<file path="src/rtl/hdlc_pkg.sv">
// HDLC receive deframer shared definitions:
// line patterns, idle threshold, stuffing run length and receiver state.
package hdlc_pkg;
   localparam logic [7:0]  FLAG_PAT   = 8'h7E;
   localparam logic [7:0]  ABORT_PAT  = 8'hFE;
   localparam int unsigned IDLE_ONES  = 15;
   localparam int unsigned STUFF_ONES = 5;
   typedef enum logic [1:0] {IDLE, HUNT, FRAME} rx_state_t;
endpackage

</file>
<file path="src/rtl/hdlc_rx_destuff.sv">
// Zero destuffer and LSB-first byte assembler for the delayed data bits.
// Emits a kept-bit flag and a byte-done strobe with the completed byte.
module hdlc_rx_destuff
   import hdlc_pkg::*;
(
   input  logic       Clk,
   input  logic       Rst,
   input  logic       bit_en_i,
   input  logic       clr_i,
   input  logic       bit_i,
   output logic       kept_o,
   output logic       done_o,
   output logic [7:0] byte_o,
   output logic [2:0] bitcnt_o
);
   logic [2:0] ones_q, ones_d;
   logic [2:0] cnt_q, cnt_d;
   logic [7:0] acc_q, acc_d;
   logic       drop;

   assign drop     = bit_en_i && !bit_i && (ones_q == 3'(STUFF_ONES));
   assign kept_o   = bit_en_i && !drop;
   assign done_o   = kept_o && (cnt_q == 3'd7);
   assign byte_o   = {bit_i, acc_q[7:1]};
   assign bitcnt_o = cnt_q;

   always_comb begin
      ones_d = ones_q;
      cnt_d  = cnt_q;
      acc_d  = acc_q;
      if (clr_i) begin
         ones_d = '0;
         cnt_d  = '0;
         acc_d  = '0;
      end else if (bit_en_i) begin
         // saturate so a long run of ones never aliases back to five
         if (!bit_i)
            ones_d = '0;
         else if (ones_q != 3'd7)
            ones_d = ones_q + 3'd1;
         if (kept_o) begin
            acc_d = byte_o;
            cnt_d = cnt_q + 3'd1;
         end
      end
   end

   always_ff @(posedge Clk) begin
      if (Rst) begin
         ones_q <= '0;
         cnt_q  <= '0;
         acc_q  <= '0;
      end else begin
         ones_q <= ones_d;
         cnt_q  <= cnt_d;
         acc_q  <= acc_d;
      end
   end
endmodule

</file>
<file path="src/rtl/hdlc_rx_deframer.sv">
// HDLC bit-level receive front end: flag/abort detection, zero
// destuffing via hdlc_rx_destuff, frame state and byte/overflow counting.
module hdlc_rx_deframer
   import hdlc_pkg::*;
#(
   parameter int unsigned MAX_BYTES = 128
)(
   input  logic       Clk,
   input  logic       Rst,
   input  logic       RxEN,
   input  logic       Rx,
   output logic       Rx_FlagDetect,
   output logic       Rx_AbortDetect,
   output logic       Rx_ValidFrame,
   output logic [7:0] Rx_Data,
   output logic       Rx_NewByte,
   output logic       Rx_EoF,
   output logic       Rx_FrameError,
   output logic       Rx_Overflow
);
   localparam int CW = $clog2(MAX_BYTES + 2);
   localparam logic [CW-1:0] BMAX = CW'(MAX_BYTES);
   localparam logic [CW-1:0] BSAT = CW'(MAX_BYTES + 1);

   logic [7:0]    sr_q;
   logic [2:0]    disc_q;
   logic [3:0]    ones_q;
   logic [CW-1:0] bcnt_q;
   rx_state_t     state_q;

   logic       flag_hit, abort_hit, idle_hit, discard;
   logic       kept, done;
   logic [7:0] dbyte;
   logic [2:0] bitcnt;

   assign flag_hit  = (sr_q == FLAG_PAT);
   assign abort_hit = (sr_q == ABORT_PAT);
   assign idle_hit  = Rx && (ones_q >= 4'(IDLE_ONES - 1));
   // the bit leaving sr belongs to a pattern still inside the window
   assign discard   = flag_hit || abort_hit || (disc_q != 3'd0);

   hdlc_rx_destuff u_destuff (
      .Clk      (Clk),
      .Rst      (Rst),
      .bit_en_i (RxEN && !discard),
      .clr_i    (RxEN && (flag_hit || abort_hit)),
      .bit_i    (sr_q[0]),
      .kept_o   (kept),
      .done_o   (done),
      .byte_o   (dbyte),
      .bitcnt_o (bitcnt)
   );

   always_ff @(posedge Clk) begin
      if (Rst) begin
         sr_q           <= '0;
         disc_q         <= '0;
         ones_q         <= '0;
         bcnt_q         <= '0;
         state_q        <= IDLE;
         Rx_FlagDetect  <= 1'b0;
         Rx_AbortDetect <= 1'b0;
         Rx_ValidFrame  <= 1'b0;
         Rx_Data        <= '0;
         Rx_NewByte     <= 1'b0;
         Rx_EoF         <= 1'b0;
         Rx_FrameError  <= 1'b0;
         Rx_Overflow    <= 1'b0;
      end else if (!RxEN) begin
         Rx_FlagDetect  <= 1'b0;
         Rx_AbortDetect <= 1'b0;
         Rx_NewByte     <= 1'b0;
         Rx_EoF         <= 1'b0;
         Rx_FrameError  <= 1'b0;
      end else begin
         sr_q           <= {Rx, sr_q[7:1]};
         Rx_FlagDetect  <= flag_hit;
         Rx_AbortDetect <= abort_hit;
         Rx_NewByte     <= 1'b0;
         Rx_EoF         <= 1'b0;
         Rx_FrameError  <= 1'b0;
         Rx_ValidFrame  <= (state_q == FRAME);
         if (!Rx)
            ones_q <= '0;
         else if (ones_q != 4'(IDLE_ONES))
            ones_q <= ones_q + 4'd1;
         if (flag_hit || abort_hit)
            disc_q <= 3'd7;
         else if (disc_q != 3'd0)
            disc_q <= disc_q - 3'd1;

         if (flag_hit) begin
            state_q       <= HUNT;
            bcnt_q        <= '0;
            Rx_Overflow   <= 1'b0;
            Rx_ValidFrame <= 1'b0;
            if (state_q == FRAME) begin
               Rx_EoF        <= 1'b1;
               Rx_FrameError <= (bitcnt != 3'd0);
            end
         end else if (abort_hit) begin
            bcnt_q      <= '0;
            Rx_Overflow <= 1'b0;
            if (state_q == FRAME)
               state_q <= IDLE;
         end else if (idle_hit) begin
            state_q <= IDLE;
         end else if (done && state_q == FRAME) begin
            if (bcnt_q != BSAT)
               bcnt_q <= bcnt_q + 1'b1;
            if (bcnt_q < BMAX && !Rx_Overflow) begin
               Rx_NewByte <= 1'b1;
               Rx_Data    <= dbyte;
            end else if (bcnt_q == BMAX) begin
               Rx_Overflow <= 1'b1;
            end
         end else if (kept && state_q == HUNT) begin
            state_q       <= FRAME;
            Rx_ValidFrame <= 1'b1;
         end
      end
   end
endmodule

</file>
<file path="config.mk">
export PLATFORM = sky130hd
export DESIGN_NAME = hdlc_rx_deframer
export DESIGN_NICKNAME = d
export VERILOG_FILES = /design/src/rtl/hdlc_pkg.sv /design/src/rtl/hdlc_rx_destuff.sv /design/src/rtl/hdlc_rx_deframer.sv
export SDC_FILE = /design/constraint.sdc
export NUM_CORES = 1
export LEC_CHECK = 0
export ABC_AREA = 1
export BUFFER_PORTS_ARGS = -buffer_cell sky130_fd_sc_hd__buf_4
export CELL_PAD_IN_SITES_DETAIL_PLACEMENT = 0
export CELL_PAD_IN_SITES_GLOBAL_PLACEMENT = 1
export CORE_MARGIN = 1.5
export CORE_UTILIZATION = 45
export DETAILED_ROUTE_END_ITERATION = 6
export GPL_TIMING_DRIVEN = 0
export PLACE_DENSITY = 0.89
export SYNTH_ARGS = -nofsm -noshare
export SYNTH_HDL_FRONTEND = slang
export SYNTH_SLANG_ARGS = --single-unit
</file>
<file path="constraint.sdc">
create_clock -name Clk -period 3.6 [get_ports Clk]
set_input_delay 0.54 -clock Clk [delete_from_list [all_inputs] [get_ports Clk]]
set_output_delay 0.54 -clock Clk [all_outputs]
set_load 0.02 [all_outputs]
</file>
Word level (Yosys, flattened, before mapping) --
Index checks and enable logic that the tools add are counted.
Cells by class: add/sub/neg operators 5, $lt $le $gt $ge 2, equality and inequality tests 16, multiplexer cells 30, bitwise gates (word level) 6, reduce and logical (&&, ||, !) cells 36
Operator list (count):
- $mux W8 | 5
- $eq A8 B8 Y1 const B | 2
- $reduce_bool A3 Y1 | 5
- $mux W1 | 13
- $mux W2 | 6
- $mux W3 | 4
- $logic_and A1 B1 Y1 | 10
- $ne A3 B3 Y1 const B | 3
- $add A8 B1 Y8 const B | 1
- $eq A8 B7 Y1 const B | 1
- $lt A8 B8 Y1 const B | 1
- $mux W4 | 2
- $ne A4 B4 Y1 const B | 2
- $ne A8 B8 Y1 const B | 1
- $reduce_and A2 Y1 | 4
- $reduce_and A4 Y1 | 2
- $add A3 B1 Y3 const B | 2
- $eq A3 B3 Y1 const B | 2
- $not A1 Y1 | 6
- $reduce_and A6 Y1 | 1
- $reduce_or A6 Y1 | 1
- $reduce_and A5 Y1 | 1
- $add A4 B1 Y4 const B | 1
- $ge A4 B4 Y1 const B | 1
- 12 further kinds | 18
Storage, ports and cells: register bits after elaboration 54, input bits 4, word-level logic and storage cells 111

Longest topological paths before layout --
word-level depth 15, gate-level depth with buffers 12, mapped depth without buffers 11

Cells and area by module --
A second synthesis with hierarchy kept.
Second synthesis, totals: cells, all modules 367, area total of the unflattened synthesis 2632.5 µm²
By module, submodules not included:
- hdlc_rx_deframer | times used 1, cells an instance 274, area an instance 1983.2 µm², sequential area each 800.8 µm²
- hdlc_rx_destuff | times used 1, cells an instance 93, area an instance 649.4 µm², sequential area each 260.2 µm²

Worst setup path after synthesis --
Ideal clock, no wire load.
kind register to register, from reg disc_q[0], to reg bcnt_q[2], arrival time 1452 ps, required time 3486 ps, path slack 2035 ps, stages on the path, launching flop included 12, buffers on the path 0, period minus slack after synthesis 1565 ps, cell sequence dfxtp_1 > inv_1 > ha_1 > inv_1 > nor2_1 > nand3_2 > nor2_4 > nand4_4 > nand2_4 > nand2_1 > nand2_1 > nor2_1
Between the ends: longest elaborated chain between the ends 12
RTL lines:
- from (decl) | line hdlc_rx_deframer.sv:26 | logic [2:0] disc_q;
- from (signal assigned) | line hdlc_rx_deframer.sv:90 | disc_q <= disc_q - 3'd1;
- $reduce_bool A3 Y1 * | line hdlc_rx_deframer.sv:40 | assign discard = flag_hit || abort_hit || (disc_q != 3'd0);
- $logic_or A1 B1 Y1 * | line hdlc_rx_deframer.sv:40
- $logic_not A1 Y1 * | line hdlc_rx_deframer.sv:45 | .bit_en_i (RxEN && !discard),
- $logic_and A1 B1 Y1 * | line hdlc_rx_deframer.sv:45
- $logic_and A1 B1 Y1 (2 in series) | line hdlc_rx_destuff.sv:21 | assign drop = bit_en_i && !bit_i && (ones_q == 3'(STUFF_ONES));
- $logic_not A1 Y1 | line hdlc_rx_destuff.sv:22 | assign kept_o = bit_en_i && !drop;
- $logic_and A1 B1 Y1 * | line hdlc_rx_destuff.sv:22
- $logic_and A1 B1 Y1 * | line hdlc_rx_destuff.sv:23 | assign done_o = kept_o && (cnt_q == 3'd7);
- $logic_and A1 B1 Y1 * | line hdlc_rx_deframer.sv:108 | end else if (done && state_q == FRAME) begin
- $reduce_bool A3 Y1 (no line) *
- $reduce_and A4 Y1 (no line) *
- to (signal assigned) | line hdlc_rx_deframer.sv:110 | bcnt_q <= bcnt_q + 1'b1;
- to (decl) | line hdlc_rx_deframer.sv:28 | logic [CW-1:0] bcnt_q;
Every way passes the cells marked *; elsewhere a longest branch is shown, timed or not. A chain may end at the register's enable or synchronous reset.

Worst setup path after layout --
Same ends and word-level chain as after synthesis.

==> metrics.md <==
| Metric | Value |
|---|---|
| Post-layout min period | 1.82 ns |
| I/O Buffers | 18 |
| Share of flip-flops with an asynchronous set or reset | 0% |
| Seq/Total Area, Yosys | 41.9% |
| Pleak | 1.25 nW |
| CTS Buf Count | 5 |
| Root buffer cell | clkbuf_8 |
| Final core utilization | 51.9% |
| Max Root-Sink Buffers | 2 |
| Power Internal | 0.906 mW |
| Sw frac | 32.3% |
| WL per Instance | 11.3 um |
| Hold Path Origin | Rst |
| Die Ht | 78.0 um |
| DR vias/cell | 4.93 |
| Switch Pwr | 0.433 mW |
| Crit path buf inv count | 2 |
| Synth-to-layout area growth | 12.2% |
| Clk_lat worst skew | 0.30 ns |
| # resized after CTS | 0 |
| Clk network pwr share | 24.0% |
| Worst slew pin tran | 0.484 ns |
| Crit path cell chain | inv_1 -> ha_1 -> inv_1 -> nor2_1 -> nand3_2 -> nor2_4 -> nand4_4 -> nand2_4 -> nand2_1 -> nand2_1 -> nor2_1 |
| Crit. Startpoint | disc_q[0] |
| RSZ-0062 raised after global routing | false |
| H-tree levels | 2 |
| Initial antenna violation count | 0 |
| CP delay by family, top | simple AND/OR/NAND/NOR gates |
| Maxcap violations | 0 |
| Residual DRC count | 0 |
| Sequential share of power | 52.5% |
| GP Congestion | 0.848 |
| CTS tree | yes |
| Post-synth EDFFs | 0 |
| Largest net degree at the start of global routing | 16 |
| Hold WS | 0.419 ns |
| Worst Skew | 0.00430 ns |
| Worst stage delay on the critical path | 0.33 ns |
| CP startpoint kind | register |
| Site Rows | 27 |
| Avg Cell Area, Syn | 7.43 um2 |
| Number of DRC markers in iteration 0 | 128 |
| Critical-path top delay cell | dfxtp_1 |
| Type of the most critical hold path | in2reg |
| Synth area leader | dfxtp_1 |
| Crit path kind | reg2reg |
| Final WL | 4.97 mm |
| Core area | 0.00547 mm2 |
| Slew HR | 67.8% |
| CP max FO | 8 |
| Placed wire-length estimate | 3.62 mm |
| CTS Hold Bufs | 0 |
| Final #Nets | 383 |
| Ys Warns | 0 |
| Share of cells above drive strength 1 | 13.4% |
| Number of fill cells | 559 |
| Reg clk slew, reported paths | 0.09 ns |
| Antenna viol nets, final | 0 |
| Final Hold Fails | 0 |
| Worst Setup End Kind | register |
| Fmax | 550 MHz |
| Combinational share of power | 23.5% |
| Synth cell types | 31 |
| Final setup vio count | 0 |
| ANT cells | 0 |
| Die width | 78.0 um |
| Status | complete, no violations |
| Grt ovf | 0 |
| Pre-antenna DRT Iters | 6 |
| Mapped Area | 0.00253 mm2 |
| Max IR drop VDD | 0.232 mV |
| First-pass GRT wire length | 8.94 mm |
| Synth area leaders | dfxtp_1 42%, nor2_1 9.8%, nand2_1 8.4% |
| Routed vias | 2,166 |
| Mapped Cells | 341 |
| GRT Overall Usage | 18.3% |
| Worst Path Required | 3.81 ns |
| Vias in the first global route | 2,079 |
| Commonest register cell after synthesis | dfxtp_1 |
| Period utilization | 50.5% |
| PwrDens | 471 mW/mm2 |
| Die footprint | 0.00609 mm2 |
| Setup bufs post-CTS | 0 |
| Synth top area share | 41.9% |
| Yosys reg bits | 53 |
| Syn Nets | 358 |
| Worst Path Arrival | 2.02 ns |
| Initial Utilization | 46.3% |
| Setup TNS | 0 ns |
| Slew Viols, Final | 0 |
| Clock sink count | 53 |
| Worst r2r src | disc_q[0] |
| Ports | 19 |
[per-layer routing]
metal	track usage, %	wire (um)
met4	5.89	63
met1	22.3	2320
met2	32.2	2330
met5	0	0
met3	3.72	258
[cells in the mapped netlist, types with 2 or more instances]
cell and n:
nor2_1 66, nand2_1 57, dfxtp_1 53, inv_1 37, a21oi_1 24, o21ai_0 22
nand3_1 17, ha_1 13, nand2_2 5, nor3_1 5, xor2_1 5, nand4_1 4
clkbuf_1 3, inv_2 3, nand2_4 3, nor2_4 3, a31oi_1 2, buf_2 2
nand4_4 2, nor2_2 2, o21a_1 2, o21ai_1 2
[worst register-to-register path, delay by kind of cell (launching register included)]
family	cells	cell delay [ns]
adder cells (fa/ha/maj)	1	0.14
buffers and inverters	2	0.12
flip-flops	1	0.33
AND/OR/NAND/NOR	8	1.13
[worst paths after layout]
| check | depth (start not counted) | end | slack (ns) |
|---|---|---|---|
| setup / recovery | 11 | bcnt_q[2] | 1.78 |
| hold / removal | 2 | ones_q[0] | 0.42 |
| setup reg to reg | 11 | bcnt_q[2] | 1.78 |
| hold reg to reg | 1 | disc_q[0] | 0.48 |
[layout make-up]
cell class / instances / area (um2) / area share [%]
multi-input combinational: 240 / 1280 / 45.0
inverter: 40 / 150 / 5.28
timing repair buffer: 18 / 135 / 4.75
clock buffer: 7 / 76.3 / 2.68
sequential: 53 / 1060 / 37.3
buffer: 8 / 43.8 / 1.54
tap: 72 / 90.1 / 3.17
clock inverter: 1 / 7.51 / 0.264
[stage by stage]
step | setup slack [ns] | power, mW | cells | instance area (um2)
final | 1.78 | 1.34 | 439 | 2840
after global routing | 1.59 | 1.44 | 439 | 2840
after CTS | 1.78 | 1.36 | 439 | 2840
after detailed placement | 1.78 | 1.03 | 431 | 2760
after global placement | 1.79 | 1.02 | 431 | 2760
after floorplan | 2.03 | 0.963 | 341 | 2530
[power groups by stage]
stage               combinational, mW  clock (mW)  sequential, mW
global placement                0.309           0           0.713
global route                    0.372       0.356           0.713
floorplan                       0.259           0           0.705
finish                          0.315       0.321           0.703
detailed placement              0.316           0           0.715
CTS                             0.320       0.337           0.702
[sequential cells by signal (all words and copies together), names as in the netlist]
| signal | cells |
|---|---|
| sr_q | 8 |
| Rx_Overflow | 1 |
| Rx_EoF | 1 |
| u_destuff.acc_q | 7 |
| u_destuff.bitcnt_o | 3 |
| Rx_FrameError | 1 |
| disc_q | 3 |
| Rx_Data | 8 |
| Rx_FlagDetect | 1 |
| Rx_AbortDetect | 1 |
| state_q | 2 |
| ones_q | 4 |
| u_destuff.ones_q | 3 |
| Rx_NewByte | 1 |
| Rx_ValidFrame | 1 |
| bcnt_q | 8 |
[logic make-up after synthesis]
kind of cell / after synthesis / synth area share, %
compound gates: 54 / 11.5
xor+xnor: 5 / 1.73
fa+ha+maj: 13 / 6.42
buf+inv: 48 / 7.65
flops: 53 / 41.9
simple gates: 168 / 30.8
[cell usage in the layout, fill, tap and decap left out, drive strengths merged]
| master | count |
|---|---|
| a211oi | 1 |
| a21oi | 24 |
| a31oi | 2 |
| buf | 23 |
| clkbuf | 10 |
| clkinvlp | 1 |
| dfxtp | 53 |
| ha | 13 |
| inv | 40 |
| nand2 | 65 |
| nand3 | 18 |
| nand4 | 6 |
| nor2 | 71 |
| nor3 | 5 |
| nor3b | 1 |
| nor4 | 1 |
| o21a | 2 |
| o21ai | 25 |
| or2 | 1 |
| xor2 | 5 |
(Power assumes the default switching activity.)
